--- config.mk ---
export PLATFORM = sky130hd
export DESIGN_NAME = gate3_vector_exerciser
export DESIGN_NICKNAME = d
export VERILOG_FILES = /design/src/rtl/gate_tst_pkg.sv /design/src/rtl/sync2.sv /design/src/rtl/gate3_vector_exerciser.sv
export SDC_FILE = /design/constraint.sdc
export NUM_CORES = 1
export LEC_CHECK = 0
export ABC_AREA = 1
export CORE_MARGIN = 3
export CORE_UTILIZATION = 50
export DETAILED_ROUTE_END_ITERATION = 16
export PLACE_DENSITY = 0.73
export SETUP_SLACK_MARGIN = 0.2
export SYNTH_ARGS = -nofsm -noshare
export SYNTH_HDL_FRONTEND = slang
export SYNTH_SLANG_ARGS = --single-unit
--- constraint.sdc ---
create_clock -name clk -period 2.1 [get_ports clk]
set_input_delay 0.315 -clock clk [delete_from_list [all_inputs] [get_ports clk]]
set_output_delay 0.315 -clock clk [all_outputs]
set_load 0.005 [all_outputs]
--- src/rtl/gate_tst_pkg.sv ---
// Shared definitions for the 3-input gate vector exerciser.
//   state_t       : sweep controller states
//   TRUTH_*       : ready-made truth tables, bit k = expected y for x == k
//   SETTLE_MIN    : shortest legal hold time, covers the 2-flop input synchronizer
//   clamp_settle  : maps a requested settle time onto the legal range
package gate_tst_pkg;

  typedef enum logic [1:0] {
    IDLE   = 2'd0,
    SETTLE = 2'd1,
    SAMPLE = 2'd2,
    DONE   = 2'd3
  } state_t;

  localparam logic [7:0] TRUTH_OR3  = 8'hFE;
  localparam logic [7:0] TRUTH_NOR3 = 8'h01;
  localparam logic [7:0] TRUTH_AND3 = 8'h80;

  localparam int SETTLE_MIN = 3;

  // Anything shorter than the synchronizer latency would sample a stale y,
  // and the settle counter is only 8 bits wide.
  function automatic int clamp_settle(input int requested);
    if (requested < SETTLE_MIN) return SETTLE_MIN;
    if (requested > 255) return 255;
    return requested;
  endfunction

endpackage

--- src/rtl/sync2.sv ---
// Two-flop synchronizer for a single asynchronous bit.
//   clk   : destination clock, rising edge
//   rst_n : asynchronous active-low reset, both flops clear to 0
//   d     : asynchronous input
//   q     : synchronized output, two clk edges behind d
module sync2 (
  input  logic clk,
  input  logic rst_n,
  input  logic d,
  output logic q
);

  logic meta;

  always_ff @(posedge clk or negedge rst_n) begin
    if (!rst_n) begin
      meta <= 1'b0;
      q    <= 1'b0;
    end else begin
      meta <= d;
      q    <= meta;
    end
  end

endmodule

--- src/rtl/gate3_vector_exerciser.sv ---
// Built-in self-test stage for a 3-input gate. A start pulse sweeps x through
// codes 0..7, holding each for SETTLE_CYCLES cycles plus one sample cycle, and
// compares the synchronized gate output against the TRUTH table.
//   clk, rst_n : clock (rising edge) and asynchronous active-low reset
//   start      : request a full sweep (accepted in IDLE or DONE)
//   abort      : cancel a running sweep, back to IDLE, results kept
//   y_in       : gate output, asynchronous to clk
//   x          : vector driven to the gate
//   busy, done : sweep in progress / sweep finished
//   pass       : valid with done, 1 when no code mismatched
//   err_count  : number of mismatching codes
//   fail_seen  : at least one mismatch so far
//   first_fail : lowest mismatching code, 0 if none
module gate3_vector_exerciser
  import gate_tst_pkg::*;
#(
  parameter int         SETTLE_CYCLES = 5,
  parameter logic [7:0] TRUTH         = 8'hFE
) (
  input  logic       clk,
  input  logic       rst_n,
  input  logic       start,
  input  logic       abort,
  input  logic       y_in,
  output logic [2:0] x,
  output logic       busy,
  output logic       done,
  output logic       pass,
  output logic [3:0] err_count,
  output logic       fail_seen,
  output logic [2:0] first_fail
);

  localparam int         SETTLE_EFF = clamp_settle(SETTLE_CYCLES);
  // The counter runs down to 0 inclusive, so loading N-1 gives N cycles in SETTLE.
  localparam logic [7:0] RELOAD     = 8'(SETTLE_EFF - 1);

  state_t     state_q, state_d;
  logic [7:0] cnt_q, cnt_d;
  logic [2:0] x_d;
  logic       busy_d, done_d, pass_d, fail_seen_d;
  logic [3:0] err_count_d, err_next;
  logic [2:0] first_fail_d;
  logic       y_sync;
  logic       mismatch;

  sync2 u_sync_y (
    .clk   (clk),
    .rst_n (rst_n),
    .d     (y_in),
    .q     (y_sync)
  );

  always_ff @(posedge clk or negedge rst_n) begin
    if (!rst_n) begin
      state_q    <= IDLE;
      cnt_q      <= '0;
      x          <= '0;
      busy       <= 1'b0;
      done       <= 1'b0;
      pass       <= 1'b0;
      err_count  <= '0;
      fail_seen  <= 1'b0;
      first_fail <= '0;
    end else begin
      state_q    <= state_d;
      cnt_q      <= cnt_d;
      x          <= x_d;
      busy       <= busy_d;
      done       <= done_d;
      pass       <= pass_d;
      err_count  <= err_count_d;
      fail_seen  <= fail_seen_d;
      first_fail <= first_fail_d;
    end
  end

  // Abort is checked before the compare so an aborted sample cycle never
  // reaches the result registers. pass uses the post-increment count so the
  // final code's mismatch is included in the verdict.
  always_comb begin
    state_d      = state_q;
    cnt_d        = cnt_q;
    x_d          = x;
    busy_d       = busy;
    done_d       = done;
    pass_d       = pass;
    err_count_d  = err_count;
    fail_seen_d  = fail_seen;
    first_fail_d = first_fail;
    mismatch     = y_sync ^ TRUTH[x];
    err_next     = err_count + {3'b000, mismatch};

    case (state_q)
      IDLE, DONE: begin
        if (start) begin
          state_d      = SETTLE;
          cnt_d        = RELOAD;
          x_d          = '0;
          busy_d       = 1'b1;
          done_d       = 1'b0;
          pass_d       = 1'b0;
          err_count_d  = '0;
          fail_seen_d  = 1'b0;
          first_fail_d = '0;
        end
      end
      SETTLE: begin
        if (abort) begin
          state_d = IDLE;
          busy_d  = 1'b0;
          done_d  = 1'b0;
          x_d     = '0;
        end else if (cnt_q == 8'd0) begin
          state_d = SAMPLE;
        end else begin
          cnt_d = cnt_q - 8'd1;
        end
      end
      SAMPLE: begin
        if (abort) begin
          state_d = IDLE;
          busy_d  = 1'b0;
          done_d  = 1'b0;
          x_d     = '0;
        end else begin
          err_count_d = err_next;
          if (mismatch && !fail_seen) begin
            first_fail_d = x;
            fail_seen_d  = 1'b1;
          end
          if (x == 3'd7) begin
            state_d = DONE;
            busy_d  = 1'b0;
            done_d  = 1'b1;
            pass_d  = (err_next == 4'd0);
          end else begin
            x_d     = x + 3'd1;
            cnt_d   = RELOAD;
            state_d = SETTLE;
          end
        end
      end
      default: state_d = IDLE;
    endcase
  end

endmodule

==> results.txt, run 1 <==
In this run the tool buffered the top-level ports with 18 buffer cells. The mean instance size in the synthesized netlist is 8.16 µm². STA classifies the critical path startpoint as a flip-flop. The count of pins over their slew limit is 0.

The clock latency reported for the late side of the worst-skew pair is ~0.31 ns. The count of warnings emitted by yosys came out at 0. The number of flops mapped to enable cells by yosys came out at 0.

The run finished with clean final reports. The share of Yosys cell area claimed by the top area cell type came out at 0.448. The worst pin sits at a relative slew slack of 0.776. IR analysis of the VDD net gives a maximum drop of 0.000787 V.

The switching power is between 0.8 and 0.9 mW. The final HPWL from detailed placement is 2.15 mm. The worst setup path is captured at a flip-flop. In this design, the critical path's most frequently occurring cell is nand2_2.

No sink is reached through more buffers than the 2 on the longest clock path. The remaining antenna violation count came out at 0. The number of buffers and inverters on the critical path is 3.

Clock tree synthesis selected as its root buffer the cell clkbuf_4. The final hold violation count came to 0. The wire length of the first global-routing pass is 4.98 mm. For this run the aggregate overflow at the end of global routing stands at 0.

The number of H-tree levels is 1. The internal power summed over all cells is 1.08 mW. For this run, the register share of the synthesized area comes to 0.448. The number of hold buffers added after cts came out at 0. The row count came out at 18. Setup violations remaining at the end of the flow were counted as 0.

Synthesis produced a netlist whose cell count is about 180. The most used flip-flop cell after synthesis is dfrtp_1. Setup repair after global routing left no endpoint under its margin. Summed over all instances, the cell type with the most area after synthesis is dfrtp_1. On the final layout, the worst clock skew is ~0.0055 ns.

Max-cap violations in this run came to 0. The number of cells on the worst reg-to-reg path is 13. The final period utilization is 0.828. The total routed wirelength is between 2 and 3 mm. The cell family with the largest share of critical-path delay is adder cells. The critical path in this run is classified as flip-flop to flip-flop. The repair_antennas step left the layout with diodes totalling 0. The upper clock frequency limit is 0.575 GHz. The overall via count from detail_route is approximately 1200. The largest net degree at the start of global routing came out at 27. Counting the buffers created by CTS gives 3. The netlist uses 20 different library cells. Summing all non-filler instances in the final layout gives an area of around 1800 µm². The worst path in the final design needs a cycle of ~1.7 ns, including I/O delays and setup. The die covers around 3600 µm². The top cell types in the final layout, fill and taps aside, are nand2_1 (53), dfrtp_1 (26), inv_1 (20). The die is roughly 60 µm wide. The worst-path maximum fanout came out at 3. The initial utilization of the core area, before any placement, comes to 0.556.

From synthesis to final layout, the design area changed by 22.0%. The placer congestion estimate came out at 0.819. Summed over all cells, the static leakage comes to 0.868 nW.

The critical path goes through inv_2, ha_4, nand2_2, nand2_2, nand2_2, inv_1, ha_2, ha_4, inv_1, nand3_1, nor2_1, nand3_1, o21ai_1. The core box area is roughly 2600 µm². The tree built by TritonCTS fans out to 26 sinks. The sequential share of power is 0.349. The instance count on the critical path came out at 13. The combinational group share of total power is 0.548. 19 I/O pins were placed. STA puts the critical path data required time at between 2 and 2.5 ns.

The synthesized design contains 26 register bits. Ranked by total cell area, the synthesized netlist is headed by dfrtp_1 (45%), nand2_1 (14%), ha_1 (7.8%). The die span in y came out at roughly 60 µm.

In this run the power density over the cells is roughly 1100 nW/µm². The post-synthesis instance area is 1450 µm². Setup total negative slack on the finished layout was measured at 0 ns. The post-detailed-route wirelength per cell came out at 12.5 µm.

The post-detailed-route via-to-cell ratio is 5.23. The worst min-delay path class is input pin to async pin. The number of global-route vias before repair was 1162. The DRC violation total after the first TritonRoute iteration is between 50 and 60. The most common cell after layout, fill and taps aside is nand2_1.

In the synthesized netlist the async set-or-reset flop fraction comes to 1.00. The clock transition at the register clock pins on the worst setup and hold paths after CTS is between 0.1 and 0.15 ns. The final-stage net count is about 220. Before antenna repair, the detailed router went through 4 iterations. TritonCTS built the clock tree. The delay of the slowest cell on the worst path came out at approximately 0.42 ns.

The combined global-route utilization of all metal layers came out at 0.181. Data on the critical path arrives at its endpoint at between 1.5 and 2 ns. The net switching fraction of the power is 0.452. For this run, design rule violations remaining after detail routing come to 0.

The slowest stage of the critical path is the dfrtp_1 cell. At the pin with the least slew margin, the transition time is 0.334 ns. Of the total power, the clock network draws 0.104. The number of nets in the synthesized netlist is around 190. The internal reg-to-reg setup slack is 0.36 ns. The fraction of final layout cells sized beyond drive strength 1 came out at 0.143.

The initial antenna violation count is 0. The cell area after placement came out at 1670 µm².
worst paths after layout:
kind                                          from                    to
min in group clk           u_sync_y.meta$_DFF_PN0_  u_sync_y.q$_DFF_PN0_
max in group asynchronous                    rst_n      x[1]$_DFFE_PN0P_
hold / removal                               rst_n  cnt_q[4]$_DFFE_PN0P_
setup / recovery                  x[0]$_DFFE_PN0P_      pass$_DFFE_PN0P_
setup reg to reg                  x[0]$_DFFE_PN0P_      pass$_DFFE_PN0P_
hold reg to reg            u_sync_y.meta$_DFF_PN0_  u_sync_y.q$_DFF_PN0_
cell usage after synthesis (2+ instances only):
library cell and number:
nand2_1 56, dfrtp_1 26, inv_1 22, o21ai_0 18, nand3_1 12, nor2_1 11
ha_1 9, xor2_1 4, nand4_1 3, nor2_4 3, nand2_2 2, nand3b_1 2
nor2_2 2, xnor2_1 2
power by group through the flow:
| stage | Combinational [mW] | Sequential (mW) | Clock, mW |
|---|---|---|---|
| 6_report | 1.08 | 0.690 | 0.205 |
| 5_1_grt | 1.25 | 0.709 | 0.238 |
| 4_1_cts | 1.06 | 0.689 | 0.214 |
| 3_5_place_dp | 1.04 | 0.700 | 0 |
| 3_3_place_gp | 0.994 | 0.695 | 0 |
| 2_1_floorplan | 0.801 | 0.685 | 0 |
layer usage:
layer / up-vias / part of all wire / global-route usage
li1: 613 / - / -
met1: 581 / 0.47 / 0.256
met2: 23 / 0.48 / 0.284
met3: 2 / 0.041 / 0.0259
met4: 0 / 0.0045 / 0.0570
met5: - / 0 / 0
layout make-up:
cell class	count	area, µm²
fillers	224	841
multi-input cells	129	761
flip-flops and latches	26	651
repair buffers	23	218
inverters	22	82.6
well taps	30	37.5
clock buffers	3	22.5
registers in the layout, summed over array words and instances (netlist names), 2 cells and up:
signal / count
cnt_q: 8
x: 3
state_q: 2
err_count: 4
first_fail: 3
stage by stage:
step                      power, mW  instances  hold slack, ns  setup slack (ns)   util
after floorplan                1.49        178          0.0194             0.379      -
after global placement         1.69        226           0.341             0.341  0.638
after detailed placement       1.74        226           0.346             0.222  0.638
after CTS                      1.96        230           0.345             0.230  0.649
after global routing           2.19        233           0.350             0.199  0.678
final                          1.98        233           0.341             0.361  0.678
cell families after synthesis:
logic type,count (synthesis),synth area share
adders and majority gates,9,0.0775
and+or+nand+nor,94,0.303
xor gates and xnor gates,6,0.0362
buffers and inverters,23,0.0646
AOI/OAI and AO/OA,20,0.0706
DFF,26,0.448
worst register-to-register path: cells and delay by family, from the launching register on:
kind,cells,cell delay [ns]
compound gates,1,0.10
fa+ha+maj,3,0.54
simple gates,6,0.42
flops,1,0.42
buf+inv,3,0.21
what timing repair did:
| action | in CTS | in global routing |
|---|---|---|
| hold endpoints to repair | 0 | 0 |
| gates resized for setup | 0 | 14 |
| setup buffers | 1 | 3 |
| pin swaps | 0 | 5 |
| setup endpoints to repair | 1 | 11 |
Note: power is estimated with default switching activity, not from simulation.
==> run 2: changes to the inputs <==
==> constraint.sdc (replaced) <==
create_clock -name clk -period 1.81 [get_ports clk]
set_input_delay 0.2715 -clock clk [delete_from_list [all_inputs] [get_ports clk]]
set_output_delay 0.2715 -clock clk [all_outputs]
set_load 0.005 [all_outputs]
==> run 2 against run 1 <==
Final cell count up 2.6%. Maximum frequency increased by 1.2%. Die area unchanged. Non-clock buffer count grew 6. Critical endpoint unchanged. Highest routed layer unchanged. Routed wire length increased by 8.9%.
==> results.txt, run 2 (synthesis gave the netlist of run 1 again) <==
The number of flip-flops under the largest register name came out at 8 (unchanged). The clock latency reported for the late side of the worst-skew pair came out at 0.32 ns (about the same). The slew at the pin closest to its max-slew limit is 0.333 ns (-0.00110 ns). The number of fillers in the final layout came out at 195 (-13%). The critical path in this run is classified as flip-flop to flip-flop. The DRC violation total after the first TritonRoute iteration came out at 66 (+16%). The final HPWL from detailed placement came out at 2.22 mm (+3.2%). The effective utilization at floorplan is 0.556 (unchanged).

The number of H-tree levels came out at 1 (unchanged). The worst slew slack as a fraction of its limit came out at 0.778 (+0.00156). The largest buffer count on any clock path is 2 (unchanged). The kind of capture point of the worst setup path is a flip-flop. The critical path data required time came out at 2.06 ns (-0.29 ns).

The count of input and output buffers is 18 (unchanged). The worst vdd rail ir drop is 0.00105 V (+33%). The largest registers in the layout are cnt_q x8, err_count x4.

The number of cells on the worst reg-to-reg path is 12 (-1). The number of design rule violations left after detail routing is 0 (unchanged). The TritonCTS sink count came out at 26 (unchanged).

STA classifies the critical path startpoint as a flip-flop. The worst-path maximum fanout is 4 (+1). More flip-flops sit in one register than any other, and that register is cnt_q. The antenna diode instance count was 0 (unchanged). The die outline width came out at 59.9 µm (unchanged).

TritonCTS built the clock tree. The flow ran to the end, and the final reports show no timing, DRC or antenna violations. The final-stage net count came out at 225 (+2.7%). The total area of multi-input combinational cells came out at 822 µm² (+8.1%). The number of placed instances, taps included is 227 (+0.44%). The footprint of the flip-flops and latches is 652 µm² (+0.19%).

The first-pass iteration count of the detailed router was 4 (unchanged). The most common cell after layout, fill and taps aside is nand2_1. The total clock buffers created by CTS is 3 (unchanged). The largest net degree at the start of global routing came out at 27 (unchanged). Setup repair after global routing could not meet its margin everywhere. The fraction of final layout cells sized beyond drive strength 1 is 0.220 (+0.0772).

The overall via count from detail_route came out at 1264 (+3.7%). The clock period minus worst slack came out at 1.72 ns (-0.0198 ns). The number of violations of the max-capacitance limit is 0 (unchanged).

The internal reg-to-reg setup slack is 0.09 ns (-0.27 ns). In this run the worst hold path is classified as input pin to async pin. The final period utilization is 0.950 (+0.122). The initial antenna violation count came out at 0 (unchanged). The number of global-route vias before repair is 1253 (+7.8%). The final non-filler cell total is 239 (+2.6%). The worst endpoint data arrival time is 1.97 ns (-0.02 ns). The I/O pin count is 19 (unchanged).

The critical path goes through inv_2, ha_4, nand3b_1, nand2_2, inv_2, ha_4, ha_4, inv_2, nand3_2, nor2_2, nand3_1, o21ai_1. The sum of overflow across all layers after global routing was 0 (unchanged). The final hold violation count was 0 (unchanged). The tree is rooted in a clkbuf_4. The count of pins over their slew limit is 0 (unchanged). The placer congestion estimate is 0.753 (-8.1%). The wire length of the first global-routing pass is 5.12 mm (+2.8%). The library cells used most frequently in the layout, excluding fill and tap cells, are nand2_1 (53), dfrtp_1 (25), clkdlybuf4s50_1 (17). The total power per unit cell area came out at 1280 nW/µm² (+15%). The post-detailed-route wirelength per cell is 13.3 µm (+6.2%). The static leakage is 0.916 nW (+5.5%). The final total negative setup slack is 0 ns (unchanged). The row count came to 18 (unchanged). Among all stages on the critical path, the largest delay is contributed by dfrtp_1.

The post-detailed-route via-to-cell ratio is 5.29 (+1.1%). The upper clock frequency limit is 0.582 GHz (+1.2%). The combined global-route utilization of all metal layers is 0.186 (+0.00548).

The remaining antenna violation count is 0 (unchanged). The sum of internal, switching and leakage power was 2.41 mW (+22%). The delay of the slowest cell on the worst path came out at 0.44 ns (+0.02 ns).

The core box area was 2610 µm² (unchanged). The worst clock skew on the final layout is 0.00557 ns (+0.0000479 ns). Compared with the post-synthesis result, the final layout area differs by 29.5%. The die span in y came to 59.9 µm (unchanged). The number of setup violations in the final report came out at 0 (unchanged). The total routed wirelength came to 3.17 mm (+8.9%). The area of the die came out at 3590 µm² (unchanged). The clock transition at the register clock pins on the worst setup and hold paths after CTS is 0.13 ns (about the same).
-- run 2: cell types whose count changed in the layout (fill, tap and decap cells not counted), moves of 2 or more --
cell and change:
inv_1 -4, inv_2 +4, nor2_1 -2, o21ai_1 +3, nand3_2 +2, nand3_1 -2, nor2_2 +2, ha_4 +2
o21ai_0 -3, ha_2 -2, buf_4 +6
-- run 2: layout make-up --
type	count	share of cell area
inverters	22	0.0439
flip-flops and latches	26	0.346
clock buffers	3	0.0120
multi-input cells	129	0.437
repair buffers	29	0.141
well taps	30	0.0199
-- run 2: what timing repair did --
item | 4_1_cts | 5_1_grt
hold buffers | 0 | 0
pin swaps | 9 | 16
buffers inserted | 5 | 4
gates cloned | 0 | 0
endpoints found under the setup margin | 17 | 23
resized for setup | 10 | 12
-- run 2: path summary, 6_finish.rpt --
path                                    startpoint                       end
max                               x[0]$_DFFE_PN0P_          pass$_DFFE_PN0P_
min                                          rst_n      cnt_q[5]$_DFFE_PN0P_
max reg2reg                       x[0]$_DFFE_PN0P_          pass$_DFFE_PN0P_
min reg2reg                u_sync_y.meta$_DFF_PN0_      u_sync_y.q$_DFF_PN0_
max in group asynchronous                    rst_n  err_count[2]$_DFFE_PN0P_
min in group clk           u_sync_y.meta$_DFF_PN0_      u_sync_y.q$_DFF_PN0_
-- run 2: worst max-delay path, delay by kind of cell (launching register included) --
family	cells	cell delay (ns)
DFF	1	0.44
buffers and inverters	3	0.21
adders and majority gates	3	0.49
AOI/OAI and AO/OA	1	0.08
and+or+nand+nor	5	0.42
-- run 2: routing by layer --
metal	up-vias	global-route usage	part of all wire
met1	599	0.238	0.47
met5	-	0	0
met2	37	0.316	0.47
li1	623	-	-
met3	5	0.0281	0.048
met4	0	0.0665	0.011
-- run 2: power by group --
part           internal (mW)  total [mW]  switching (mW)
combinational          0.532        1.36           0.827
sequential             0.709       0.814           0.105
clock                 0.0780       0.241           0.163
-- run 2: stage by stage --
stage               setup slack, ns  hold slack (ns)  instance area, µm²  utilization
floorplan                     0.200          -0.0241                1490            -
global placement             0.0608            0.347                1710        0.656
CTS                          0.0944            0.313                1810        0.694
detailed placement           0.0536            0.347                1710        0.656
finish                       0.0911            0.298                1880        0.720
global route                0.00444            0.312                1880        0.720
